<file path="config.mk">
export PLATFORM = sky130hd
export DESIGN_NAME = cpu_control
export DESIGN_NICKNAME = d
export VERILOG_FILES = /design/src/rtl/cpu_control.sv
export SDC_FILE = /design/constraint.sdc
export NUM_CORES = 1
export LEC_CHECK = 0
export BUFFER_PORTS_ARGS = -buffer_cell sky130_fd_sc_hd__buf_2
export CAP_MARGIN = 20
export CORE_MARGIN = 3
export CORE_UTILIZATION = 35
export DETAILED_ROUTE_END_ITERATION = 16
export PLACE_DENSITY = 0.67
export SETUP_SLACK_MARGIN = 0.4
export SLEW_MARGIN = 20
export SYNTH_ARGS = -nofsm -noshare
export SYNTH_HDL_FRONTEND = slang
export SYNTH_SLANG_ARGS = --single-unit
</file>
<file path="constraint.sdc">
create_clock -name clk -period 11.85 [get_ports clk]
set_clock_uncertainty 0.1 [all_clocks]
set_input_delay 0.5925 -clock clk [delete_from_list [all_inputs] [get_ports clk]]
set_output_delay 0.5925 -clock clk [all_outputs]
set_load 0.01 [all_outputs]
</file>
<file path="src/rtl/cpu_control.sv">
// Fetch/latch/execute sequencer and ALU for a 16-bit Hack-style CPU.
// Drives the A/D/M memory block load enables and data bus; owns PC, halt detection and retired count.
module cpu_control #(
    parameter int PC_W = 15
) (
    input  logic            clk,
    input  logic            rst,
    input  logic            run,
    output logic [PC_W-1:0] rom_addr,
    output logic            rom_en,
    input  logic [15:0]     rom_data,
    input  logic [15:0]     reg_a_out,
    input  logic [15:0]     reg_d_out,
    input  logic [15:0]     reg_m_out,
    output logic            reg_a_en,
    output logic            reg_d_en,
    output logic            reg_m_en,
    output logic [15:0]     data_out,
    output logic [PC_W-1:0] pc,
    output logic            halted,
    output logic [15:0]     retired
);

    typedef enum logic [1:0] {
        S_FETCH,
        S_LATCH,
        S_EXEC,
        S_HALT
    } state_t;

    state_t          state_q, state_d;
    logic [PC_W-1:0] pc_q, pc_d;
    logic [15:0]     ir_q, ir_d;
    logic            prev_a_q, prev_a_d;
    logic            halted_q, halted_d;
    logic [15:0]     retired_q, retired_d;

    logic [15:0]     alu_x, alu_y, alu_out;
    logic            is_c, in_exec, zr, ng, take, self_loop;
    logic [PC_W-1:0] target, pc_inc, pc_dec;

    // NOTE: combinational blocks use blocking '=' and assign every variable a default
    // first, so each path is fully specified and no latch can be inferred.
    always_comb begin
        alu_x = reg_d_out;
        alu_y = ir_q[12] ? reg_m_out : reg_a_out;
        if (ir_q[11]) alu_x = '0;
        if (ir_q[10]) alu_x = ~alu_x;
        if (ir_q[9])  alu_y = '0;
        if (ir_q[8])  alu_y = ~alu_y;
        alu_out = ir_q[7] ? (alu_x + alu_y) : (alu_x & alu_y);
        if (ir_q[6])  alu_out = ~alu_out;
    end

    assign is_c    = ir_q[15];
    assign in_exec = (state_q == S_EXEC);
    assign zr      = (alu_out == 16'h0000);
    assign ng      = alu_out[15];
    assign take    = is_c & ((ir_q[2] & ng) | (ir_q[1] & zr) | (ir_q[0] & ~zr & ~ng));

    // Jump target and loop detection use A as it stood before this instruction's writes.
    assign target    = reg_a_out[PC_W-1:0];
    assign pc_inc    = pc_q + 1'b1;
    assign pc_dec    = pc_q - 1'b1;
    assign self_loop = take & ((target == pc_q) | ((target == pc_dec) & prev_a_q));

    always_comb begin
        data_out = 16'h0000;
        reg_a_en = 1'b0;
        reg_d_en = 1'b0;
        reg_m_en = 1'b0;
        if (in_exec) begin
            data_out = is_c ? alu_out : {1'b0, ir_q[14:0]};
            // Reset blocks writes in the same cycle, even mid-EXEC.
            reg_a_en = ~rst & (is_c ? ir_q[5] : 1'b1);
            reg_d_en = ~rst & is_c & ir_q[4];
            reg_m_en = ~rst & is_c & ir_q[3];
        end
    end

    always_comb begin
        state_d   = state_q;
        pc_d      = pc_q;
        ir_d      = ir_q;
        prev_a_d  = prev_a_q;
        halted_d  = halted_q;
        retired_d = retired_q;
        case (state_q)
            S_FETCH: if (run) state_d = S_LATCH;
            S_LATCH: begin
                ir_d    = rom_data;
                state_d = S_EXEC;
            end
            S_EXEC: begin
                retired_d = retired_q + 16'd1;
                prev_a_d  = ~ir_q[15];
                if (self_loop) begin
                    halted_d = 1'b1;
                    state_d  = S_HALT;
                end else begin
                    pc_d    = take ? target : pc_inc;
                    state_d = S_FETCH;
                end
            end
            default: state_d = S_HALT;
        endcase
    end

    // NOTE: sequential state uses non-blocking '<=' so all flops update together at the edge.
    always_ff @(posedge clk) begin
        if (rst) begin
            state_q   <= S_FETCH;
            pc_q      <= '0;
            ir_q      <= 16'h0000;
            prev_a_q  <= 1'b0;
            halted_q  <= 1'b0;
            retired_q <= 16'h0000;
        end else begin
            state_q   <= state_d;
            pc_q      <= pc_d;
            ir_q      <= ir_d;
            prev_a_q  <= prev_a_d;
            halted_q  <= halted_d;
            retired_q <= retired_d;
        end
    end

    assign rom_en   = (state_q == S_FETCH) & run;
    assign rom_addr = pc_q;
    assign pc       = pc_q;
    assign halted   = halted_q;
    assign retired  = retired_q;

endmodule

</file>
==> impl_results.html, run 1 <==
<table>
<tr><th>Metric</th><th>Value</th></tr>
<tr><th colspan="2">Critical path</th></tr>
<tr><td>Kind of capture point of the worst setup path</td><td>flip-flop</td></tr>
<tr><td>Cells along the critical path</td><td>mux2i_1 &gt; nor2_1 &gt; xor2_1 &gt; ha_1 &gt; inv_1 &gt; fa_1 &gt; nor2b_1 &gt; o31a_1 &gt; o211ai_1 &gt; o31ai_1 &gt; o31ai_1 &gt; o22a_1 &gt; or4_4 &gt; nand3_2 &gt; mux2_2 &gt; o21a_1</td></tr>
<tr><td>Startpoint class of the critical path</td><td>flip-flop</td></tr>
<tr><td>Crit path DAT</td><td>5.54 ns</td></tr>
<tr><td>Slowest cell on crit path</td><td>sky130_fd_sc_hd__dfxtp_1</td></tr>
<tr><td>Biggest cell delay along the critical path</td><td>0.93 ns</td></tr>
<tr><td>Largest fanout on the critical path</td><td>29</td></tr>
<tr><td>Worst Setup Path Type</td><td>flip-flop to flip-flop</td></tr>
<tr><td>Flop-to-flop setup slack</td><td>6.41 ns</td></tr>
<tr><td>Critical Path RT</td><td>11.95 ns</td></tr>
<tr><td>Most frequent CP cell</td><td>sky130_fd_sc_hd__o31ai_1</td></tr>
<tr><th colspan="2">Placed design</th></tr>
<tr><td>Worst slack at placement</td><td>6.48 ns</td></tr>
<tr><td>IO Port Bufs</td><td>133</td></tr>
<tr><td>Post-DP HPWL</td><td>13.0 mm</td></tr>
<tr><td>Instance area at placement</td><td>0.00611 mm²</td></tr>
<tr><td>Gp weighted congestion</td><td>0.923</td></tr>
<tr><th colspan="2">Power</th></tr>
<tr><td>Share of total power consumed by net switching</td><td>0.380</td></tr>
<tr><td>Int Pwr</td><td>376 µW</td></tr>
<tr><td>Net Sw Power</td><td>231 µW</td></tr>
<tr><td>Maximum vdd ir drop</td><td>0.0574 mV</td></tr>
<tr><td>Power per standard cell area</td><td>96.6 mW/mm²</td></tr>
<tr><td>Share of total power in the clock network</td><td>0.283</td></tr>
<tr><td>Sequential cell fraction of total power</td><td>0.307</td></tr>
<tr><td>Fraction of power consumed by combinational cells</td><td>0.410</td></tr>
<tr><td>Leakage</td><td>0.00270 µW</td></tr>
<tr><th colspan="2">Timing</th></tr>
<tr><td>Final number of setup-violating endpoints</td><td>0</td></tr>
<tr><td>Final number of hold-violating endpoints</td><td>0</td></tr>
<tr><td>Fraction of the cycle the final worst path needs</td><td>0.459</td></tr>
<tr><td>Sum of negative setup slack</td><td>0 ns</td></tr>
<tr><td>Max Clock Freq</td><td>184 MHz</td></tr>
<tr><td>Minimum clock period</td><td>5.44 ns</td></tr>
<tr><td>Relative max-transition margin</td><td>0.333</td></tr>
<tr><td>Measured slew at the worst slew-check pin</td><td>1.00 ns</td></tr>
<tr><td>Final setup margin</td><td>6.41 ns</td></tr>
<tr><td>Final slew viol count</td><td>0</td></tr>
<tr><td>Setup repair after global routing missed its margin</td><td>no</td></tr>
<tr><th colspan="2">Finish</th></tr>
<tr><td>Share of cells above drive strength 1</td><td>0.216</td></tr>
<tr><td>Post-route cell area</td><td>0.00628 mm²</td></tr>
<tr><td>Final nets</td><td>902</td></tr>
<tr><td>Relative area change from synthesis to final layout</td><td>14.9%</td></tr>
<tr><th colspan="2">Clocking</th></tr>
<tr><td>Maximum number of buffers from clock root to sink</td><td>2</td></tr>
<tr><td>CTS Sinks</td><td>51</td></tr>
<tr><td>Clock root buffer</td><td>sky130_fd_sc_hd__clkbuf_16</td></tr>
<tr><td>Hold-fix buffer count after cts</td><td>0</td></tr>
<tr><td># Post-CTS Setup Buffers</td><td>0</td></tr>
<tr><td>Clock insertion delay at the later pin of the skew report</td><td>0.30 ns</td></tr>
<tr><td>TritonCTS Buffers</td><td>5</td></tr>
<tr><td>Clock edge transition at the registers on the reported setup and hold paths</td><td>0.07 ns</td></tr>
<tr><td>Level count of the clock H-tree</td><td>2</td></tr>
<tr><td>CTS tree</td><td>built</td></tr>
<tr><td>CTS-repair resized insts</td><td>0</td></tr>
<tr><th colspan="2">Synth</th></tr>
<tr><td>Area share of the largest cell type after synthesis</td><td>0.187</td></tr>
<tr><td>Part of the Yosys area used for sequential elements</td><td>0.187</td></tr>
<tr><td>Warnings, synthesis</td><td>0</td></tr>
<tr><td>Cell area after technology mapping</td><td>0.00547 mm²</td></tr>
<tr><td>Top area cells in the synthesized netlist</td><td>sky130_fd_sc_hd__dfxtp_1 (19%), sky130_fd_sc_hd__mux2i_1 (8.4%), sky130_fd_sc_hd__xor2_1 (6.7%)</td></tr>
<tr><td>Asr flop ratio synth</td><td>0</td></tr>
<tr><td>Net count after synthesis</td><td>815</td></tr>
<tr><td>Cell types with the highest counts after synthesis</td><td>sky130_fd_sc_hd__nor2_1 (86), sky130_fd_sc_hd__nand2_1 (75), sky130_fd_sc_hd__a21oi_1 (56), sky130_fd_sc_hd__dfxtp_1 (51), sky130_fd_sc_hd__mux2i_1 (46)</td></tr>
<tr><td>Top_reg_cell synth</td><td>sky130_fd_sc_hd__dfxtp_1</td></tr>
<tr><td>Cell with the most instances after synthesis</td><td>sky130_fd_sc_hd__nor2_1</td></tr>
<tr><td>Synthesized area divided by synthesized cell count</td><td>7.51 µm²</td></tr>
<tr><td>Number of library cell types mapped by synthesis</td><td>77</td></tr>
<tr><td>Library cell with the largest summed area after synthesis</td><td>sky130_fd_sc_hd__dfxtp_1</td></tr>
<tr><td>Number of synthesized flops with an enable pin</td><td>0</td></tr>
<tr><td>Cells after Synth</td><td>728</td></tr>
<tr><td>Flops &amp; latches, synth</td><td>51</td></tr>
<tr><th colspan="2">Flow run</th></tr>
<tr><td># Max-Cap Violations</td><td>0</td></tr>
<tr><th colspan="2">Floorplan</th></tr>
<tr><td>Total core area</td><td>0.0153 mm²</td></tr>
<tr><td>X dimension of the die</td><td>131 µm</td></tr>
<tr><td>Initial core utilization</td><td>0.358</td></tr>
<tr><td>Die boundary height</td><td>131 µm</td></tr>
<tr><td>Number of placement rows</td><td>45</td></tr>
<tr><td>Total I/O pin count</td><td>134</td></tr>
<tr><td>Overall die area</td><td>0.0172 mm²</td></tr>
<tr><th colspan="2">Detailed routing</th></tr>
<tr><td>Number of violations reported at the end of detailed-routing iteration 0</td><td>496</td></tr>
<tr><td>1st-pass router iterations</td><td>5</td></tr>
<tr><td>Detail-routed net length per standard cell</td><td>16.4 µm</td></tr>
<tr><td>Number of vias per cell</td><td>5.34</td></tr>
<tr><td>Antenna violation net count after detailed routing</td><td>0</td></tr>
<tr><td># DRC</td><td>0</td></tr>
<tr><td>Vias after detailed routing</td><td>5487</td></tr>
<tr><td>DRT Wirelength</td><td>16.9 mm</td></tr>
<tr><th colspan="2">Hold path</th></tr>
<tr><td>Hold Path Class</td><td>flip-flop to flip-flop</td></tr>
<tr><th colspan="2">GRT</th></tr>
<tr><td>Initial antenna violation count</td><td>2</td></tr>
<tr><td>Largest net degree at the start of global routing</td><td>56</td></tr>
<tr><td>Global Route Usage Sum</td><td>0.193</td></tr>
<tr><td>Total grt overflow</td><td>0</td></tr>
<tr><td>Wire length of the first global-routing pass</td><td>26.5 mm</td></tr>
<tr><td>Via count of the first global-routing pass</td><td>5107</td></tr>
<tr><th colspan="2">Run status</th></tr>
<tr><td>Run status</td><td>complete, no violations</td></tr>
</table>
[registers in the layout, summed over array words and instances (netlist names)]
name      flops
ir_q         16
pc           15
state_q       2
prev_a_q      1
halted        1
retired      16
[logic make-up (layout without fill, tap and decap cells)]
kind of cell | after synthesis | after routing | share of synthesized area
other | 0 | 1 | 0
DFF | 51 | 51 | 0.187
muxes | 49 | 49 | 0.0904
buffers and inverters | 88 | 176 | 0.0805
and+or+nand+nor | 287 | 287 | 0.257
xor gates and xnor gates | 80 | 80 | 0.128
AOI/OAI and AO/OA | 153 | 153 | 0.210
adders and majority gates | 20 | 20 | 0.0471
[final cells by class]
| cell class | instances | area [µm²] |
|---|---|---|
| diodes | 1 | 2.50 |
| clock buffers | 6 | 129 |
| clock inverters | 2 | 38.8 |
| fillers | 1637 | 8980 |
| inverters | 30 | 113 |
| multi-input cells | 589 | 4010 |
| flip-flops and latches | 51 | 1020 |
| well taps | 211 | 264 |
| repair buffers | 138 | 707 |
[critical path, delay by kind of cell, from the launching register on]
family,cells,cell delay (ns)
AO/OA/AOI/OAI,6,1.34
adder cells (fa/ha/maj),2,0.63
buffers and inverters,1,0.07
AND/OR/NAND/NOR,4,1.42
multiplexers,2,0.67
flip-flops,1,0.93
XOR/XNOR,1,0.16
[layout by cell type (no fill, tap or decap), drive strengths merged, types with 21 or more instances in the layout]
cell   synthesis  routed
xnor2         38      38
dfxtp         51      51
a21oi         57      57
nand2         75      75
inv           30      31
buf           28     138
nor2          86      86
xor2          42      42
nand3         21      21
mux2i         46      46
[path summary, 6_finish.rpt]
path              cells past startpoint  startpoint  endpoint
setup reg to reg                     16    ir_q[12]     pc[1]
hold / removal                        2    ir_q[14]  ir_q[14]
hold reg to reg                       2    ir_q[14]  ir_q[14]
setup / recovery                     16    ir_q[12]     pc[1]
[metrics by stage]
stage	cells	power [µW]	util	hold WS (ns)
after floorplan	728	372	-	0.336
after global placement	1018	432	0.400	0.345
after detailed placement	1019	434	0.400	0.349
after CTS	1027	606	0.411	0.359
after global routing	1028	645	0.412	0.378
final	1028	607	0.412	0.358
[power by group through the flow]
stage               registers [µW]  logic [µW]  clock network, µW
CTS                            186         245                175
detailed placement             190         243                  0
global placement               190         242                  0
floorplan                      183         189                  0
finish                         186         249                172
global route                   188         275                183
[routing by layer]
metal  global-route usage  vias to the layer above  part of all wire
li1                     -                     2733                 -
met1                0.281                     2546              0.49
met2                0.290                      177              0.43
met3               0.0309                       29             0.058
met4               0.0617                        2             0.024
met5                    0                        -           0.00065
Note: power is estimated with default switching activity, not from simulation.
==> run 2: changes to the inputs <==
- ABC_AREA: not set -> 1
- PLACE_DENSITY: 0.67 -> 0.69
- clock period: 11.85 -> 4.9 ns (I/O delays scaled with it)
==> run 2 against run 1 <==
  * First-iteration DRC count fell by 6.3%
  * Register-to-register slack lost 5.7 ns
  * Area after synthesis up 2.2%
  * Die area grew 2.1%
  * Routed wire length rose by 4.6%
  * Power grew to 2.8 times the previous value
  * Core utilization rose by 0.54 points
  * Design area is 2.4% higher
  * Critical endpoint is now pc[13]
  * Largest cell class unchanged
  * Highest routed layer is now met4
==> impl_results.html, run 2 <==
<table>
<tr><th>Metric</th><th>Value</th></tr>
<tr><th colspan="2">Run status</th></tr>
<tr><td>Run status</td><td>complete, no violations</td></tr>
<tr><th colspan="2">Detailed routing</th></tr>
<tr><td># DRC</td><td>0 (unchanged)</td></tr>
<tr><td>DRT Wirelength</td><td>17.6 mm (+4.6%)</td></tr>
<tr><td>Top routing layer in use</td><td>met4</td></tr>
<tr><td>1st-pass router iterations</td><td>5 (unchanged)</td></tr>
<tr><td>Number of vias per cell</td><td>4.91 (-8.0%)</td></tr>
<tr><td>Detailed-route wire length on metal 1</td><td>8.15 mm (-0.57%)</td></tr>
<tr><td>Detail-routed net length per standard cell</td><td>14.2 µm (-13%)</td></tr>
<tr><td>Routed wire length on met3</td><td>1.24 mm (+27%)</td></tr>
<tr><td>Vias after detailed routing</td><td>6101 (+11%)</td></tr>
<tr><td>Antenna violation net count after detailed routing</td><td>0 (unchanged)</td></tr>
<tr><td>Length of routed met2 wiring</td><td>7.51 mm (+3.3%)</td></tr>
<tr><td>Number of violations reported at the end of detailed-routing iteration 0</td><td>465 (-6.3%)</td></tr>
<tr><th colspan="2">Synth</th></tr>
<tr><td>Cell types with the highest counts after synthesis</td><td>sky130_fd_sc_hd__nand2_1 (224), sky130_fd_sc_hd__inv_1 (124), sky130_fd_sc_hd__nand3_1 (88), sky130_fd_sc_hd__nor2_1 (80), sky130_fd_sc_hd__xor2_1 (64)</td></tr>
<tr><td>Cell with the most instances after synthesis</td><td>sky130_fd_sc_hd__nand2_1</td></tr>
<tr><td>Area share of the largest cell type after synthesis</td><td>0.183 (-0.00405)</td></tr>
<tr><td>Number of synthesized flops with an enable pin</td><td>0 (unchanged)</td></tr>
<tr><td>Net count after synthesis</td><td>1021 (+25%)</td></tr>
<tr><td>Part of the Yosys area used for sequential elements</td><td>0.183 (-0.00405)</td></tr>
<tr><td>Library cell with the largest summed area after synthesis</td><td>sky130_fd_sc_hd__dfxtp_1</td></tr>
<tr><td>Top area cells in the synthesized netlist</td><td>sky130_fd_sc_hd__dfxtp_1 (18%), sky130_fd_sc_hd__nand2_1 (15%), sky130_fd_sc_hd__xor2_1 (10%)</td></tr>
<tr><td>Cells after Synth</td><td>934 (+28%)</td></tr>
<tr><td>Flops &amp; latches, synth</td><td>51 (unchanged)</td></tr>
<tr><td>Asr flop ratio synth</td><td>0 (unchanged)</td></tr>
<tr><td>Synthesized area divided by synthesized cell count</td><td>5.98 µm² (-20%)</td></tr>
<tr><td>Top_reg_cell synth</td><td>sky130_fd_sc_hd__dfxtp_1</td></tr>
<tr><td>Warnings, synthesis</td><td>0 (unchanged)</td></tr>
<tr><td>Number of library cell types mapped by synthesis</td><td>40 (-48%)</td></tr>
<tr><td>Cell area after technology mapping</td><td>0.00559 mm² (+2.2%)</td></tr>
<tr><th colspan="2">Finish</th></tr>
<tr><td>Leading cell types in the layout, fill and taps excluded</td><td>sky130_fd_sc_hd__nand2_1 (224), sky130_fd_sc_hd__buf_2 (133), sky130_fd_sc_hd__inv_1 (123)</td></tr>
<tr><td>Final nets</td><td>1118 (+24%)</td></tr>
<tr><td>Antenna Diode Count</td><td>0 (-1)</td></tr>
<tr><td>Fill count</td><td>1708 (+4.3%)</td></tr>
<tr><td>Sequential standard cell area</td><td>0.00102 mm² (+0.37%)</td></tr>
<tr><td>Relative area change from synthesis to final layout</td><td>15.1%</td></tr>
<tr><td>Most common library cell in the layout ignoring fill and taps</td><td>sky130_fd_sc_hd__nand2_1</td></tr>
<tr><td>Post-route cell area</td><td>0.00643 mm² (+2.4%)</td></tr>
<tr><td>Combined area of the multi-input logic cells</td><td>0.00375 mm² (-6.5%)</td></tr>
<tr><td>Share of cells above drive strength 1</td><td>0.210 (-0.00521)</td></tr>
<tr><th colspan="2">Placed design</th></tr>
<tr><td>Worst slack at placement</td><td>0.571 ns (-5.91 ns)</td></tr>
<tr><td>Gp weighted congestion</td><td>0.968 (+4.9%)</td></tr>
<tr><td>Post-DP HPWL</td><td>14.1 mm (+8.3%)</td></tr>
<tr><td>IO Port Bufs</td><td>133 (unchanged)</td></tr>
<tr><td>Instance area at placement</td><td>0.00624 mm² (+2.1%)</td></tr>
<tr><th colspan="2">Clocking</th></tr>
<tr><td>CTS tree</td><td>built</td></tr>
<tr><td>CTS Sinks</td><td>51 (unchanged)</td></tr>
<tr><td>Hold-fix buffer count after cts</td><td>0 (unchanged)</td></tr>
<tr><td>Clock root buffer</td><td>sky130_fd_sc_hd__clkbuf_16</td></tr>
<tr><td>TritonCTS Buffers</td><td>5 (unchanged)</td></tr>
<tr><td>Level count of the clock H-tree</td><td>2 (unchanged)</td></tr>
<tr><td>Clock insertion delay at the later pin of the skew report</td><td>0.30 ns (about the same)</td></tr>
<tr><td>Clock edge transition at the registers on the reported setup and hold paths</td><td>0.07 ns (about the same)</td></tr>
<tr><td>Maximum number of buffers from clock root to sink</td><td>2 (unchanged)</td></tr>
<tr><th colspan="2">Critical path</th></tr>
<tr><td>Largest fanout on the critical path</td><td>20 (-31%)</td></tr>
<tr><td>Kind of capture point of the worst setup path</td><td>flip-flop</td></tr>
<tr><td>Termination of the worst setup path</td><td>pc[13]</td></tr>
<tr><td>Startpoint class of the critical path</td><td>flip-flop</td></tr>
<tr><td>Critical register-to-register path startpoint</td><td>ir_q[12]</td></tr>
<tr><td>Worst reg2reg path endpoint</td><td>pc[13]</td></tr>
<tr><td>Critical Path RT</td><td>5.00 ns (-6.95 ns)</td></tr>
<tr><td>Worst Setup Path Type</td><td>flip-flop to flip-flop</td></tr>
<tr><td>Flop-to-flop setup slack</td><td>0.75 ns (-5.66 ns)</td></tr>
<tr><td>Worst setup path start</td><td>ir_q[12]</td></tr>
<tr><td>Crit path DAT</td><td>4.25 ns (-1.29 ns)</td></tr>
<tr><td>Path depth of the worst reg2reg path</td><td>21 (+5)</td></tr>
<tr><th colspan="2">Timing</th></tr>
<tr><td>Final number of setup-violating endpoints</td><td>0 (unchanged)</td></tr>
<tr><td>Fraction of the cycle the final worst path needs</td><td>0.848 (+0.389)</td></tr>
<tr><td>Setup repair after global routing missed its margin</td><td>no</td></tr>
<tr><td>Final number of hold-violating endpoints</td><td>0 (unchanged)</td></tr>
<tr><td>Max Clock Freq</td><td>241 MHz (+31%)</td></tr>
<tr><td>Minimum clock period</td><td>4.15 ns (-1.29 ns)</td></tr>
<tr><td>Sum of negative setup slack</td><td>0 ns (unchanged)</td></tr>
<tr><td>Worst-case hold slack</td><td>0.0735 ns (-0.285 ns)</td></tr>
<tr><td>Relative max-transition margin</td><td>0.506 (+0.174)</td></tr>
<tr><td>Final slew viol count</td><td>0 (unchanged)</td></tr>
<tr><td>Measured slew at the worst slew-check pin</td><td>0.739 ns (-0.260 ns)</td></tr>
<tr><td>Final setup margin</td><td>0.746 ns (-5.66 ns)</td></tr>
<tr><th colspan="2">Floorplan</th></tr>
<tr><td>X dimension of the die</td><td>132 µm (+1.1%)</td></tr>
<tr><td>Overall die area</td><td>0.0175 mm² (+2.1%)</td></tr>
<tr><td>Initial core utilization</td><td>0.362 (+0.00394)</td></tr>
<tr><td>Total core area</td><td>0.0154 mm² (+1.1%)</td></tr>
<tr><td>Number of placement rows</td><td>45 (unchanged)</td></tr>
<tr><td>Total I/O pin count</td><td>134 (unchanged)</td></tr>
<tr><td>Die boundary height</td><td>132 µm (+1.1%)</td></tr>
<tr><th colspan="2">Power</th></tr>
<tr><td>Power per standard cell area</td><td>260 mW/mm² (+170%)</td></tr>
<tr><td>Maximum vdd ir drop</td><td>0.176 mV (+210%)</td></tr>
<tr><td>Leakage</td><td>0.00344 µW (+27%)</td></tr>
<tr><th colspan="2">Flow run</th></tr>
<tr><td># Max-Cap Violations</td><td>0 (unchanged)</td></tr>
<tr><th colspan="2">GRT</th></tr>
<tr><td>Wire length of the first global-routing pass</td><td>27.7 mm (+4.5%)</td></tr>
<tr><td>Initial antenna violation count</td><td>0 (-2)</td></tr>
<tr><td>Global Route Usage Sum</td><td>0.194 (+0.00117)</td></tr>
<tr><td>Total grt overflow</td><td>0 (unchanged)</td></tr>
<tr><td>Largest net degree at the start of global routing</td><td>49 (-13%)</td></tr>
<tr><td>Via count of the first global-routing pass</td><td>5469 (+7.1%)</td></tr>
<tr><th colspan="2">Hold path</th></tr>
<tr><td>Hold Path Class</td><td>input port to flip-flop</td></tr>
</table>
[run 2: cell count changes after synthesis, moves of 22 or more]
cell / delta
sky130_fd_sc_hd__nand3_1: +68
sky130_fd_sc_hd__xnor2_1: -31
sky130_fd_sc_hd__nand2_1: +149
sky130_fd_sc_hd__inv_1: +94
sky130_fd_sc_hd__o21ai_0: +39
sky130_fd_sc_hd__mux2i_1: -46
sky130_fd_sc_hd__xor2_1: +22
[run 2: worst max-delay path, stage by stage, from the launching register on]
cell and delay (ns):
sky130_fd_sc_hd__dfxtp_2 0.40, sky130_fd_sc_hd__clkinvlp_4 0.18, sky130_fd_sc_hd__o21ai_0 0.23, sky130_fd_sc_hd__xor2_1 0.17, sky130_fd_sc_hd__ha_1 0.21, sky130_fd_sc_hd__inv_1 0.08
sky130_fd_sc_hd__fa_1 0.48, sky130_fd_sc_hd__nand2_1 0.04, sky130_fd_sc_hd__o21ai_0 0.19, sky130_fd_sc_hd__xor2_1 0.35, sky130_fd_sc_hd__and2_1 0.18, sky130_fd_sc_hd__nand3_1 0.09
sky130_fd_sc_hd__nor3_2 0.29, sky130_fd_sc_hd__nand3_1 0.14, sky130_fd_sc_hd__nand2_2 0.10, sky130_fd_sc_hd__nand3_4 0.17, sky130_fd_sc_hd__nand3_4 0.14, sky130_fd_sc_hd__nand2_4 0.13
sky130_fd_sc_hd__inv_4 0.20, sky130_fd_sc_hd__nand2_1 0.07, sky130_fd_sc_hd__nand2_1 0.08, sky130_fd_sc_hd__nor2_2 0.03
[run 2: worst min-delay path by stage]
stage	startpoint	to	cells past startpoint
2_1_floorplan	rst	retired[5]	1
3_3_place_gp	halted	halted	1
3_5_place_dp	halted	halted	1
4_1_cts	rom_data[1]	ir_q[1]	3
5_1_grt	rom_data[13]	ir_q[13]	3
6_report	rom_data[1]	ir_q[1]	3
[run 2: what timing repair did]
item | 4_1_cts | 5_1_grt
buffers inserted | 0 | 4
setup endpoints to repair | 0 | 15
endpoints found under the hold margin | 0 | 0
resized for setup | 0 | 7
[run 2: layout make-up]
class	instances	area share
inverters	134	0.0797
well taps	211	0.0410
clock buffers	6	0.0216
multi-input cells	696	0.582
repair inverters	1	0.000778
repair buffers	142	0.114
clock inverters	1	0.00136
flip-flops and latches	51	0.159
[run 2: power breakdown]
group	internal, µW	switching (µW)
clock	203	168
sequential	428	26.2
combinational	297	548
total	928	743
[run 2: logic make-up after synthesis]
group	synth area share
flops	0.183
buf+inv	0.147
fa+ha+maj	0.0461
xor+xnor	0.111
compound gates	0.115
simple gates	0.398
[run 2: routing by layer]
| layer | global-route usage | vias to the layer above |
|---|---|---|
| met2 | 0.295 | 224 |
| met1 | 0.267 | 2692 |
| met5 | 0 | - |
| met4 | 0.0901 | 0 |
| li1 | - | 3143 |
| met3 | 0.0336 | 42 |
[run 2: per-stage QoR]
| step | utilization | instances | total power [µW] |
|---|---|---|---|
| finish | 0.417 | 1242 | 1670 |
| global placement | 0.404 | 1230 | 1280 |
| detailed placement | 0.404 | 1230 | 1290 |
| global route | 0.417 | 1242 | 1810 |
| floorplan | - | 934 | 1100 |
| CTS | 0.414 | 1237 | 1670 |
